## config.mk

```make
export PLATFORM = sky130hd
export DESIGN_NAME = sar_ctrl_param
export DESIGN_NICKNAME = d
export VERILOG_FILES = /design/src/rtl/sar_pkg.sv /design/src/rtl/sar_register.sv /design/src/rtl/sar_ctrl_param.sv
export SDC_FILE = /design/constraint.sdc
export NUM_CORES = 1
export LEC_CHECK = 0
export ABC_AREA = 1
export BUFFER_PORTS_ARGS = -buffer_cell sky130_fd_sc_hd__buf_2
export CORE_MARGIN = 4
export CORE_UTILIZATION = 40
export DETAILED_ROUTE_END_ITERATION = 10
export GPL_ROUTABILITY_DRIVEN = 0
export PLACE_DENSITY = 0.59
export SLEW_MARGIN = 20
export SYNTH_ARGS = -nofsm -noshare
export SYNTH_HDL_FRONTEND = slang
export SYNTH_SLANG_ARGS = --single-unit
```

## constraint.sdc

```tcl
create_clock -name CLK -period 2.4 [get_ports CLK]
set_input_delay 0 -clock CLK [delete_from_list [all_inputs] [get_ports CLK]]
set_output_delay 0 -clock CLK [all_outputs]
set_load 0.005 [all_outputs]
```

## src/rtl/sar_pkg.sv

```systemverilog
// Shared types and helpers for the parametrised SAR conversion controller.
package sar_pkg;

    typedef enum logic [1:0] {
        ST_IDLE    = 2'b00,
        ST_SAMPLE  = 2'b01,
        ST_CONVERT = 2'b10,
        ST_DONE    = 2'b11
    } sar_state_t;

    // Comparator level meaning "input >= DAC", i.e. keep the trial bit.
    localparam logic VCOMP_KEEP = 1'b1;

    // Counter width able to hold values 0..n-1, never narrower than one bit.
    function automatic int sar_width(input int n);
        return (n < 2) ? 1 : $clog2(n);
    endfunction

endpackage

```

## src/rtl/sar_register.sv

```systemverilog
// Trial/result register: clear, per-bit set from the comparator, and DAC code merge.
module sar_register
    import sar_pkg::*;
#(
    parameter int NBITS = 8,
    parameter int IDXW  = 3
) (
    input  logic             CLK,
    input  logic             RESET_N,
    input  logic             clr,
    input  logic             wr,
    input  logic [IDXW-1:0]  wr_idx,
    input  logic             vcomp,
    input  logic             code_en,
    input  logic             probe_en,
    input  logic [IDXW-1:0]  probe_idx,
    output logic [NBITS-1:0] trial_next,
    output logic [NBITS-1:0] probe_onehot,
    output logic [NBITS-1:0] dac_code
);

    logic [NBITS-1:0] trial_reg;
    logic [NBITS-1:0] dac_code_reg;

    genvar gi;
    generate
        for (gi = 0; gi < NBITS; gi++) begin : g_bit
            assign trial_next[gi]   = clr ? 1'b0 :
                                      (wr && (wr_idx == IDXW'(gi))) ? (vcomp == VCOMP_KEEP) :
                                      trial_reg[gi];
            assign probe_onehot[gi] = probe_en && (probe_idx == IDXW'(gi));
        end
    endgenerate

    // The DAC sees resolved upper bits plus the bit under trial, already registered.
    always_ff @(posedge CLK or negedge RESET_N) begin
        if (!RESET_N) begin
            trial_reg    <= '0;
            dac_code_reg <= '0;
        end else begin
            trial_reg    <= trial_next;
            dac_code_reg <= code_en ? (trial_next | probe_onehot) : '0;
        end
    end

    assign dac_code = dac_code_reg;

endmodule

```

## src/rtl/sar_ctrl_param.sv

```systemverilog
// Parametrised SAR ADC controller: sample, MSB-first binary search, registered result.
module sar_ctrl_param
    import sar_pkg::*;
#(
    parameter int NBITS         = 8,
    parameter int SAMPLE_CYCLES = 1
) (
    input  logic             CLK,
    input  logic             RESET_N,
    input  logic             START,
    input  logic             CONT,
    input  logic             ABORT,
    input  logic             VCOMP,
    output logic [NBITS-1:0] DAC_CODE,
    output logic [NBITS-1:0] OUTEN,
    output logic             SAR_RESET,
    output logic             BUSY,
    output logic [NBITS-1:0] DATA,
    output logic             DATA_VALID
);

    localparam int IDXW = sar_width(NBITS);
    localparam int SCW  = sar_width(SAMPLE_CYCLES + 1);

    sar_state_t       state_reg, state_next;
    logic [SCW-1:0]   samp_cnt_reg, samp_cnt_next;
    logic [IDXW-1:0]  bit_idx_reg, bit_idx_next;
    logic [NBITS-1:0] data_reg, data_next;
    logic [NBITS-1:0] outen_reg;
    logic             sar_reset_reg, busy_reg, data_valid_reg;

    logic             clr, wr, code_en, probe_en;
    logic [NBITS-1:0] trial_next, probe_onehot;

    sar_register #(
        .NBITS (NBITS),
        .IDXW  (IDXW)
    ) u_reg (
        .CLK          (CLK),
        .RESET_N      (RESET_N),
        .clr          (clr),
        .wr           (wr),
        .wr_idx       (bit_idx_reg),
        .vcomp        (VCOMP),
        .code_en      (code_en),
        .probe_en     (probe_en),
        .probe_idx    (bit_idx_next),
        .trial_next   (trial_next),
        .probe_onehot (probe_onehot),
        .dac_code     (DAC_CODE)
    );

    always_comb begin
        state_next    = state_reg;
        samp_cnt_next = samp_cnt_reg;
        bit_idx_next  = bit_idx_reg;
        data_next     = data_reg;
        clr           = 1'b0;
        wr            = 1'b0;

        case (state_reg)
            ST_IDLE: begin
                if (START) begin
                    state_next    = ST_SAMPLE;
                    samp_cnt_next = SCW'(SAMPLE_CYCLES);
                    clr           = 1'b1;
                end
            end
            ST_SAMPLE: begin
                if (samp_cnt_reg == SCW'(1)) begin
                    state_next   = ST_CONVERT;
                    bit_idx_next = IDXW'(NBITS - 1);
                end else begin
                    samp_cnt_next = samp_cnt_reg - SCW'(1);
                end
            end
            ST_CONVERT: begin
                wr = 1'b1;
                if (bit_idx_reg == '0) begin
                    state_next = ST_DONE;
                    data_next  = trial_next;
                end else begin
                    bit_idx_next = bit_idx_reg - IDXW'(1);
                end
            end
            ST_DONE: begin
                if (CONT || START) begin
                    state_next    = ST_SAMPLE;
                    samp_cnt_next = SCW'(SAMPLE_CYCLES);
                    clr           = 1'b1;
                end else begin
                    state_next = ST_IDLE;
                end
            end
            default: state_next = ST_IDLE;
        endcase

        // Abort overrides everything, including the result capture on the last bit.
        if (ABORT) begin
            state_next = ST_IDLE;
            data_next  = data_reg;
            wr         = 1'b0;
            clr        = 1'b0;
        end
    end

    assign code_en  = (state_next == ST_CONVERT) || (state_next == ST_DONE);
    assign probe_en = (state_next == ST_CONVERT);

    // Outputs are registered from the next state so they line up with the state register.
    always_ff @(posedge CLK or negedge RESET_N) begin
        if (!RESET_N) begin
            state_reg      <= ST_IDLE;
            samp_cnt_reg   <= '0;
            bit_idx_reg    <= '0;
            data_reg       <= '0;
            outen_reg      <= '0;
            sar_reset_reg  <= 1'b0;
            busy_reg       <= 1'b0;
            data_valid_reg <= 1'b0;
        end else begin
            state_reg      <= state_next;
            samp_cnt_reg   <= samp_cnt_next;
            bit_idx_reg    <= bit_idx_next;
            data_reg       <= data_next;
            outen_reg      <= probe_onehot;
            sar_reset_reg  <= (state_next == ST_SAMPLE);
            busy_reg       <= (state_next == ST_SAMPLE) || (state_next == ST_CONVERT);
            data_valid_reg <= (state_next == ST_DONE);
        end
    end

    assign OUTEN      = outen_reg;
    assign SAR_RESET  = sar_reset_reg;
    assign BUSY       = busy_reg;
    assign DATA       = data_reg;
    assign DATA_VALID = data_valid_reg;

endmodule

```

==> flow_summary.json, run 1 <==
{
  "critPathMaxFanout": 5,
  "max_freq_mhz": 472.7,
  "holdWs_ps": 13.60,
  "placed_area_um2": 2210,
  "timing.hold.worst_endpoint": "state_reg[0]$_DFF_PN0_",
  "antenna_left": 0,
  "syn_inst": 216,
  "total_power_w": 0.002532,
  "use_met3": 0.04060,
  "hold_start": "ABORT",
  "min_delay_path_depth": 2,
  "drc": 0,
  "area.growth.synth_to_final_pct": 19.15,
  "die_h_um": 77.77,
  "yosys.cell_types.count": 23,
  "synth_top_area_cell": "dfrtp_1",
  "numCtsBuffers": 5,
  "antenna_found_initial": 0,
  "setup_viol": 0,
  "status": "complete, no violations",
  "period_needed_ps": 2115,
  "pwr-share-clk": 0.159,
  "hold_path.class": "primary input to flip-flop",
  "stdcell_area_um2": 2320,
  "peakVddDrop_v": 0.0004863,
  "start_util": 0.4122,
  "syn_nets": 235,
  "avgViaCountPerCell": 4.480,
  "hold_viol": 0,
  "rr_endpoint": "u_reg.dac_code[7]$_DFF_PN0_",
  "r2r_setup_slack_ps": 280,
  "portBuffers": 32,
  "yosysWarningCount": 0,
  "fin_crit_sh": 0.8814,
  "grt_most_used_layer": "met2",
  "grt_max_degree": 42,
  "worst_slew_pin_slew_ps": 876.8,
  "utilization": 0.4911,
  "synth_seq_cells": 41,
  "clock_latency_ps": 280,
  "clk_pin_slew_worst_paths_ps": 70,
  "p_leak_nw": 1.314,
  "place_hpwl_um": 2902,
  "cpMaxStageDelayCell": "dfrtp_1",
  "vias": 1456,
  "fillCellCount": 475,
  "use_met1": 0.2075,
  "die_area_um2": 6047,
  "grt_remaining_overflow": 0,
  "avgSynthCellArea_um2": 9.013,
  "antenna_cells": 0,
  "cp.arrival_ps": 2280,
  "pwr-share-comb": 0.468,
  "synth.cell_area_um2": 1947,
  "critPathBufInv": 2,
  "seq_power_share": 0.374,
  "htreeDepth": 2,
  "tritoncts": "built",
  "grt_pass1_wl_um": 6982,
  "slew_headroom": 0.4154,
  "routed_wirelength_um": 3855,
  "path_cells": "inv_1 > ha_1 > nand2_2 > a21oi_1 > nor4_2 > nor2_1 > nand2_1 > ha_2 > nand3_2 > clkinv_1 > nand2_1 > a21oi_1",
  "core_um2": 4723,
  "clock-sinks": 41,
  "ys_top_cells_by_area": "dfrtp_1 (53%), ha_1 (8.4%), nand2_1 (7.5%), inv_1 (6.4%), a21oi_1 (3.9%)",
  "finalNonFillerCells": 325,
  "cp-start-kind": "flip-flop",
  "async_flop_share": 1.000,
  "switching_share": 0.4186,
  "die_w_um": 77.77,
  "rr_worst_depth": 12,
  "max_cap_violations": 0,
  "first_iter_violations": 69,
  "skew_ps": 1.851,
  "critPathTopFamily": "simple AND/OR/NAND/NOR gates",
  "p_per_area_nw_per_um2": 1091,
  "routedWlPerCell_um": 11.86,
  "io_pins": 33,
  "r2r_start": "bit_idx_reg[0]$_DFF_PN0_",
  "gr-usage-met2": 0.2166,
  "p_sw_w": 0.001060,
  "drive_above_1_share": 0.2636,
  "ctsLongestPathBuffers": 2,
  "synth_top_area_share": 0.5270,
  "end_kind": "flip-flop",
  "cts_setup_buffers": 0,
  "critPathKind": "flip-flop to flip-flop",
  "synth_edf_count": 0,
  "required_ps": 2560,
  "first_global_vias": 1480,
  "nNetsFinal": 278,
  "first_pass_iters": 4,
  "dp_cells": 317,
  "rows": 25,
  "grt_usage": 0.1467,
  "slowest_delay_ps": 420,
  "intPower_w": 0.001472,
  "drv_slew": 0,
  "cts_root_buf": "clkbuf_8",
  "rsz0062_at_grt": "false",
  "synth_ff_type": "dfrtp_1",
  "yosysSeqAreaShare": 0.5270
}
==> power by group through the flow <==
stage / Combinational (W) / Clock [W] / Sequential (W)
floorplan: 0.000832 / 0 / 0.000956
global placement: 0.00116 / 0 / 0.000961
detailed placement: 0.00117 / 0 / 0.000955
CTS: 0.00118 / 0.000422 / 0.000947
global route: 0.00136 / 0.000457 / 0.000968
finish: 0.00118 / 0.000402 / 0.000947
==> layout make-up <==
type                       instances  area, um^2  share of cell area
timing repair buffer              37       202.7             0.08738
clock inverter                     1       5.005            0.002158
tap                               67       83.83             0.03614
inverter                          40       151.4             0.06526
multi-input combinational        134       782.0              0.3371
clock buffer                       5       68.82             0.02967
sequential                        41        1026              0.4423
==> worst max path at each step <==
stage	cells past startpoint	endpoint	slack [ps]	startpoint
CTS	9	u_reg.dac_code[5]$_DFF_PN0_	130	bit_idx_reg[0]$_DFF_PN0_
detailed placement	9	u_reg.dac_code[5]$_DFF_PN0_	-70	bit_idx_reg[0]$_DFF_PN0_
floorplan	9	u_reg.dac_code[0]$_DFF_PN0_	460	bit_idx_reg[0]$_DFF_PN0_
global placement	9	u_reg.dac_code[0]$_DFF_PN0_	70	bit_idx_reg[0]$_DFF_PN0_
finish	12	u_reg.dac_code[7]$_DFF_PN0_	280	bit_idx_reg[0]$_DFF_PN0_
global route	11	u_reg.dac_code[5]$_DFF_PN0_	30	state_reg[1]$_DFF_PN0_
==> cells by family (layout without fill, tap and decap cells) <==
group	after synthesis	in the layout	synth area share
AOI/OAI and AO/OA	32	32	0.08933
xor gates and xnor gates	1	1	0.004500
adders and majority gates	13	13	0.08355
DFF	41	41	0.5270
buffers and inverters	41	83	0.07969
and+or+nand+nor	88	88	0.2159
==> routing by layer <==
layer  vias up  routed length [um]
met2        35                1731
met5         -                   0
met3         5                 231
met1       658                1860
li1        758                   -
met4         0                  31
==> Yosys cell counts (3+ instances only) <==
cell type	number
ha_1	13
nor2_4	3
inv_1	33
nand2_2	9
nor2_1	16
nand2_1	39
a21oi_1	15
o21ai_1	6
o21ai_0	6
nor3_1	3
nand3_1	12
dfrtp_1	41
nand3_2	3
inv_2	4
==> metrics by stage <==
stage / setup slack (ps) / setup TNS [ps]
6_report: 284.6 / 0
5_1_grt: 32.63 / 0
4_1_cts: 130.9 / 0
3_5_place_dp: -71.63 / -276.2
3_3_place_gp: 70.20 / 0
2_1_floorplan: 455.4 / 0
==> layout by cell type, fill, tap and decap left out, drive strengths merged <==
cell type	n
nor2	21
nand3	15
o21ai	12
dlygate4sd3	2
nand2	48
o22ai	1
buf	35
o21bai	2
nor4	1
nor3	3
a21oi	15
clkinv	4
xor2	1
dfrtp	41
a31o	2
inv	37
ha	13
clkbuf	5
==> what timing repair did <==
item / 4_1_cts / 5_1_grt
setup endpoints to repair: 8 / 8
hold buffers: 2 / 0
hold endpoints to repair: 42 / 0
gates resized for setup: 1 / 3
No activity file was read; power rests on OpenSTA's default activity.
==> run 2: changes to the inputs <==
--- a/config.mk
+++ b/config.mk
@@ -8,5 +8,4 @@
 export ABC_AREA = 1
 export BUFFER_PORTS_ARGS = -buffer_cell sky130_fd_sc_hd__buf_2
-export CORE_MARGIN = 4
 export CORE_UTILIZATION = 40
 export DETAILED_ROUTE_END_ITERATION = 10
==> constraint.sdc (replaced) <==
create_clock -name CLK -period 2.4 [get_ports CLK]
set_input_delay 0.36 -clock CLK [delete_from_list [all_inputs] [get_ports CLK]]
set_output_delay 0.36 -clock CLK [all_outputs]
set_load 0.005 [all_outputs]
==> flow_summary.json, run 2 (synthesis gave the netlist of run 1 again) <==
{
  "antenna_cells": 0,
  "vias": 1471,
  "hold_viol": 0,
  "cts_setup_buffers": 0,
  "setup_viol": 0,
  "drive_above_1_share": 0.2748,
  "r2r_start": "bit_idx_reg[0]$_DFF_PN0_",
  "finalNonFillerCells": 316,
  "clock_latency_ps": 300,
  "critPathMaxFanout": 5,
  "layout_commonest_cell": "dfrtp_1",
  "critPathLaunch": "bit_idx_reg[0]$_DFF_PN0_",
  "p_per_area_nw_per_um2": 1120,
  "grt_remaining_overflow": 0,
  "first_iter_violations": 49,
  "numCtsBuffers": 5,
  "routedWlPerCell_um": 12.50,
  "end_kind": "flip-flop",
  "fillCellCount": 466,
  "grt_usage": 0.1719,
  "io_pins": 33,
  "drc": 0,
  "first_global_vias": 1415,
  "r2r_setup_slack_ps": 260,
  "worst_slew_pin_slew_ps": 394.4,
  "finalSetupTns_ps": 0,
  "drv_slew": 0,
  "first_pass_iters": 4,
  "period_needed_ps": 2140,
  "ctsLongestPathBuffers": 2,
  "peakVddDrop_v": 0.0004428,
  "rows": 25,
  "hold_start": "START",
  "avgViaCountPerCell": 4.655,
  "die_w_um": 71.77,
  "hold_path.class": "primary input to flip-flop",
  "nNetsFinal": 280,
  "clk_pin_slew_worst_paths_ps": 80,
  "antenna_left": 0,
  "area.growth.synth_to_final_pct": 19.47,
  "required_ps": 2580,
  "dp_cells": 307,
  "fin_crit_sh": 0.8919,
  "cts_root_buf": "clkbuf_8",
  "mostFrequentLayoutCells": "dfrtp_1 (41), nand2_1 (39), inv_1 (33)",
  "cp-start-kind": "flip-flop",
  "status": "complete, no violations",
  "cp.arrival_ps": 2320,
  "max_cap_violations": 0,
  "die_area_um2": 5150,
  "p_leak_nw": 1.331,
  "start_util": 0.4149,
  "critPathKind": "flip-flop to flip-flop",
  "rsz0062_at_grt": "false",
  "slew_headroom": 0.7350,
  "place_hpwl_um": 2919,
  "skew_ps": 8.448,
  "portBuffers": 32,
  "max_freq_mhz": 467.2,
  "antenna_found_initial": 0,
  "grt_max_degree": 28,
  "routed_wirelength_um": 3949,
  "htreeDepth": 2,
  "grt_pass1_wl_um": 6658,
  "clock-sinks": 41,
  "tritoncts": "built",
  "core_um2": 4692,
  "die_h_um": 71.77
}
[run 2: worst max-delay path, stage by stage, from the launching register on]
cell and delay [ps]:
dfrtp_1 430, inv_1 150, ha_1 210, nand2_2 80
a21oi_1 170, nor4_2 70, nor2_1 100, nand2_1 60
ha_1 270, nand3_2 140, clkinv_1 130, nand2_1 140
a21oi_1 80
[run 2: power by group]
part           internal [W]  switching, W
registers          0.000859     0.0000867
clock network      0.000201      0.000250
logic              0.000435      0.000774
[run 2: worst paths after layout]
path	to	cells past startpoint
setup / recovery	u_reg.dac_code[7]$_DFF_PN0_	12
hold / removal	samp_cnt_reg$_DFFE_PN0P_	3
setup reg to reg	u_reg.dac_code[7]$_DFF_PN0_	12
hold reg to reg	DATA[4]$_DFFE_PN0P_	2
max in group asynchronous	OUTEN[1]$_DFF_PN0_	3
min in group asynchronous	u_reg.dac_code[4]$_DFF_PN0_	2
[run 2: cell type report]
cell class,count,area [um^2],area share
sequential,41,1026,0.4411
multi-input combinational,134,779.5,0.3351
timing repair buffer,39,215.2,0.09252
inverter,40,151.4,0.06509
clock buffer,5,68.82,0.02959
tap,54,67.56,0.02905
clock inverter,3,17.52,0.007531
[run 2: timing repair]
| action | CTS | global route |
|---|---|---|
| hold endpoints to repair | 14 | 0 |
| resized for setup | 0 | 3 |
| setup endpoints to repair | 0 | 8 |
| hold buffers | 1 | 0 |
[run 2: per-layer routing]
metal	track usage	vias to the layer above	routed length, um
met3	0.04219	7	150
met5	0	-	0
met1	0.2344	674	2023
li1	-	760	-
met2	0.2652	30	1724
met4	0.06536	0	50
[run 2: stage by stage]
| step | hold slack, ps | setup WS (ps) | utilization | total power [W] | area (um^2) |
|---|---|---|---|---|---|
| final | 349.1 | 259.5 | 0.4957 | 0.002605 | 2326 |
| after global routing | 366.5 | 18.44 | 0.4957 | 0.002824 | 2326 |
| after CTS | 343.4 | 4.940 | 0.4928 | 0.002599 | 2312 |
| after detailed placement | 294.3 | 24.97 | 0.4723 | 0.002145 | 2216 |
| after global placement | 302.9 | 84.64 | 0.4723 | 0.002134 | 2216 |
| after floorplan | 64.41 | 455.4 | - | 0.001788 | 1947 |
==> run 3: changes to the inputs <==
==> constraint.sdc (replaced) <==
create_clock -name CLK -period 2.4 [get_ports CLK]
set_input_delay 0.48 -clock CLK [delete_from_list [all_inputs] [get_ports CLK]]
set_output_delay 0.48 -clock CLK [all_outputs]
set_load 0.005 [all_outputs]
==> flow_summary.json, run 3 (synthesis gave the netlist of run 1 again) <==
{
  "antenna_found_initial": 0,
  "antenna_left": 0,
  "required_ps": 2550,
  "first_global_vias": 1405,
  "drv_slew": 0,
  "clk_pin_slew_worst_paths_ps": 80,
  "hold_viol": 0,
  "grt_max_degree": 17,
  "holdWs_ps": 68.35,
  "grt_pass1_wl_um": 6575,
  "utilization": 0.4960,
  "cp.arrival_ps": 2300,
  "first_pass_iters": 4,
  "avgViaCountPerCell": 4.722,
  "drive_above_1_share": 0.2738,
  "p_leak_nw": 1.338,
  "core_um2": 4692,
  "critPathKind": "flip-flop to flip-flop",
  "mostFrequentLayoutCells": "dfrtp_1 (41), nand2_1 (39), inv_1 (33)",
  "tritoncts": "built",
  "ctsLongestPathBuffers": 2,
  "setup_viol": 0,
  "htreeDepth": 2,
  "postCtsResizedCells": 0,
  "die_area_um2": 5150,
  "io_pins": 33,
  "routedWlPerCell_um": 12.19,
  "p_per_area_nw_per_um2": 1118,
  "cp-start-kind": "flip-flop",
  "clock-sinks": 41,
  "first_iter_violations": 98,
  "cts_setup_buffers": 0,
  "layout_commonest_cell": "dfrtp_1",
  "hold_path.class": "primary input to async pin",
  "cts_root_buf": "clkbuf_8",
  "die_w_um": 71.77,
  "clock_latency_ps": 290,
  "placed_area_um2": 2238,
  "max_cap_violations": 0,
  "postCtsHoldBufs": 0,
  "skew_ps": 4.467,
  "grt_remaining_overflow": 0,
  "drc": 0,
  "place_hpwl_um": 2905,
  "stdcell_area_um2": 2327,
  "antenna_cells": 0,
  "routed_wirelength_um": 3864,
  "status": "complete, no violations",
  "start_util": 0.4149,
  "regArea_um2": 1026,
  "worst_slew_pin_slew_ps": 416.4,
  "vias": 1497,
  "fillCellCount": 462,
  "slew_headroom": 0.7221,
  "critPathMaxFanout": 8,
  "portBuffers": 32,
  "peakVddDrop_v": 0.0005959,
  "area.growth.synth_to_final_pct": 19.54,
  "die_h_um": 71.77,
  "numCtsBuffers": 5,
  "rsz0062_at_grt": "false",
  "nNetsFinal": 282,
  "grt_usage": 0.1721,
  "period_needed_ps": 2147,
  "multi_input_area_um2": 768.2,
  "max_freq_mhz": 465.8,
  "fin_crit_sh": 0.8945,
  "rows": 25,
  "end_kind": "flip-flop"
}
==> run 3: worst max-delay path, cell delays in order, from the launching register on <==
cell and delay, ps:
dfrtp_1 430, inv_1 80, ha_1 230, nand2_2 100
a21oi_1 70, nor4_1 290, nor3_1 150, ha_1 250
nor2_2 340, a21oi_1 80
==> run 3: stage by stage <==
step                      TNS (ps)  worst slack [ps]  std cells  total power, W
final                            0             253.2        317        0.002601
after global routing             0             32.52        317        0.002826
after CTS                        0             51.58        317        0.002615
after detailed placement    -34.53            -17.94        310        0.002154
after global placement           0             85.89        310        0.002149
after floorplan                  0             455.4        216        0.001788
==> run 3: final timing paths <==
path	start	end	slack [ps]	cells after the start
min in group CLK	START	samp_cnt_reg$_DFFE_PN0P_	470	3
setup reg to reg	bit_idx_reg[0]$_DFF_PN0_	u_reg.dac_code[1]$_DFF_PN0_	250	9
max in group asynchronous	RESET_N	OUTEN[7]$_DFF_PN0_	1820	2
setup / recovery	bit_idx_reg[0]$_DFF_PN0_	u_reg.dac_code[1]$_DFF_PN0_	250	9
hold reg to reg	DATA[0]$_DFFE_PN0P_	DATA[0]$_DFFE_PN0P_	480	2
hold / removal	RESET_N	samp_cnt_reg$_DFFE_PN0P_	70	1
==> run 3: layout make-up <==
cell class	instances	area share
timing repair buffer	41	0.09785
tap	54	0.02903
clock buffer	7	0.03710
sequential	41	0.4409
multi-input combinational	134	0.3301
inverter	40	0.06505
==> run 3: layer usage <==
| layer | GRT usage | vias up | part of all wire |
|---|---|---|---|
| met2 | 0.2621 | 33 | 0.44 |
| met4 | 0.07190 | 0 | 0.016 |
| li1 | - | 767 | - |
| met3 | 0.04219 | 6 | 0.036 |
| met1 | 0.2351 | 691 | 0.51 |
| met5 | 0 | - | 0 |
==> run 3: where the power goes <==
part	internal (W)	total [W]	switching (W)
combinational	0.000442	0.00120	0.000757
sequential	0.000859	0.000949	0.0000896
clock	0.000228	0.000453	0.000224
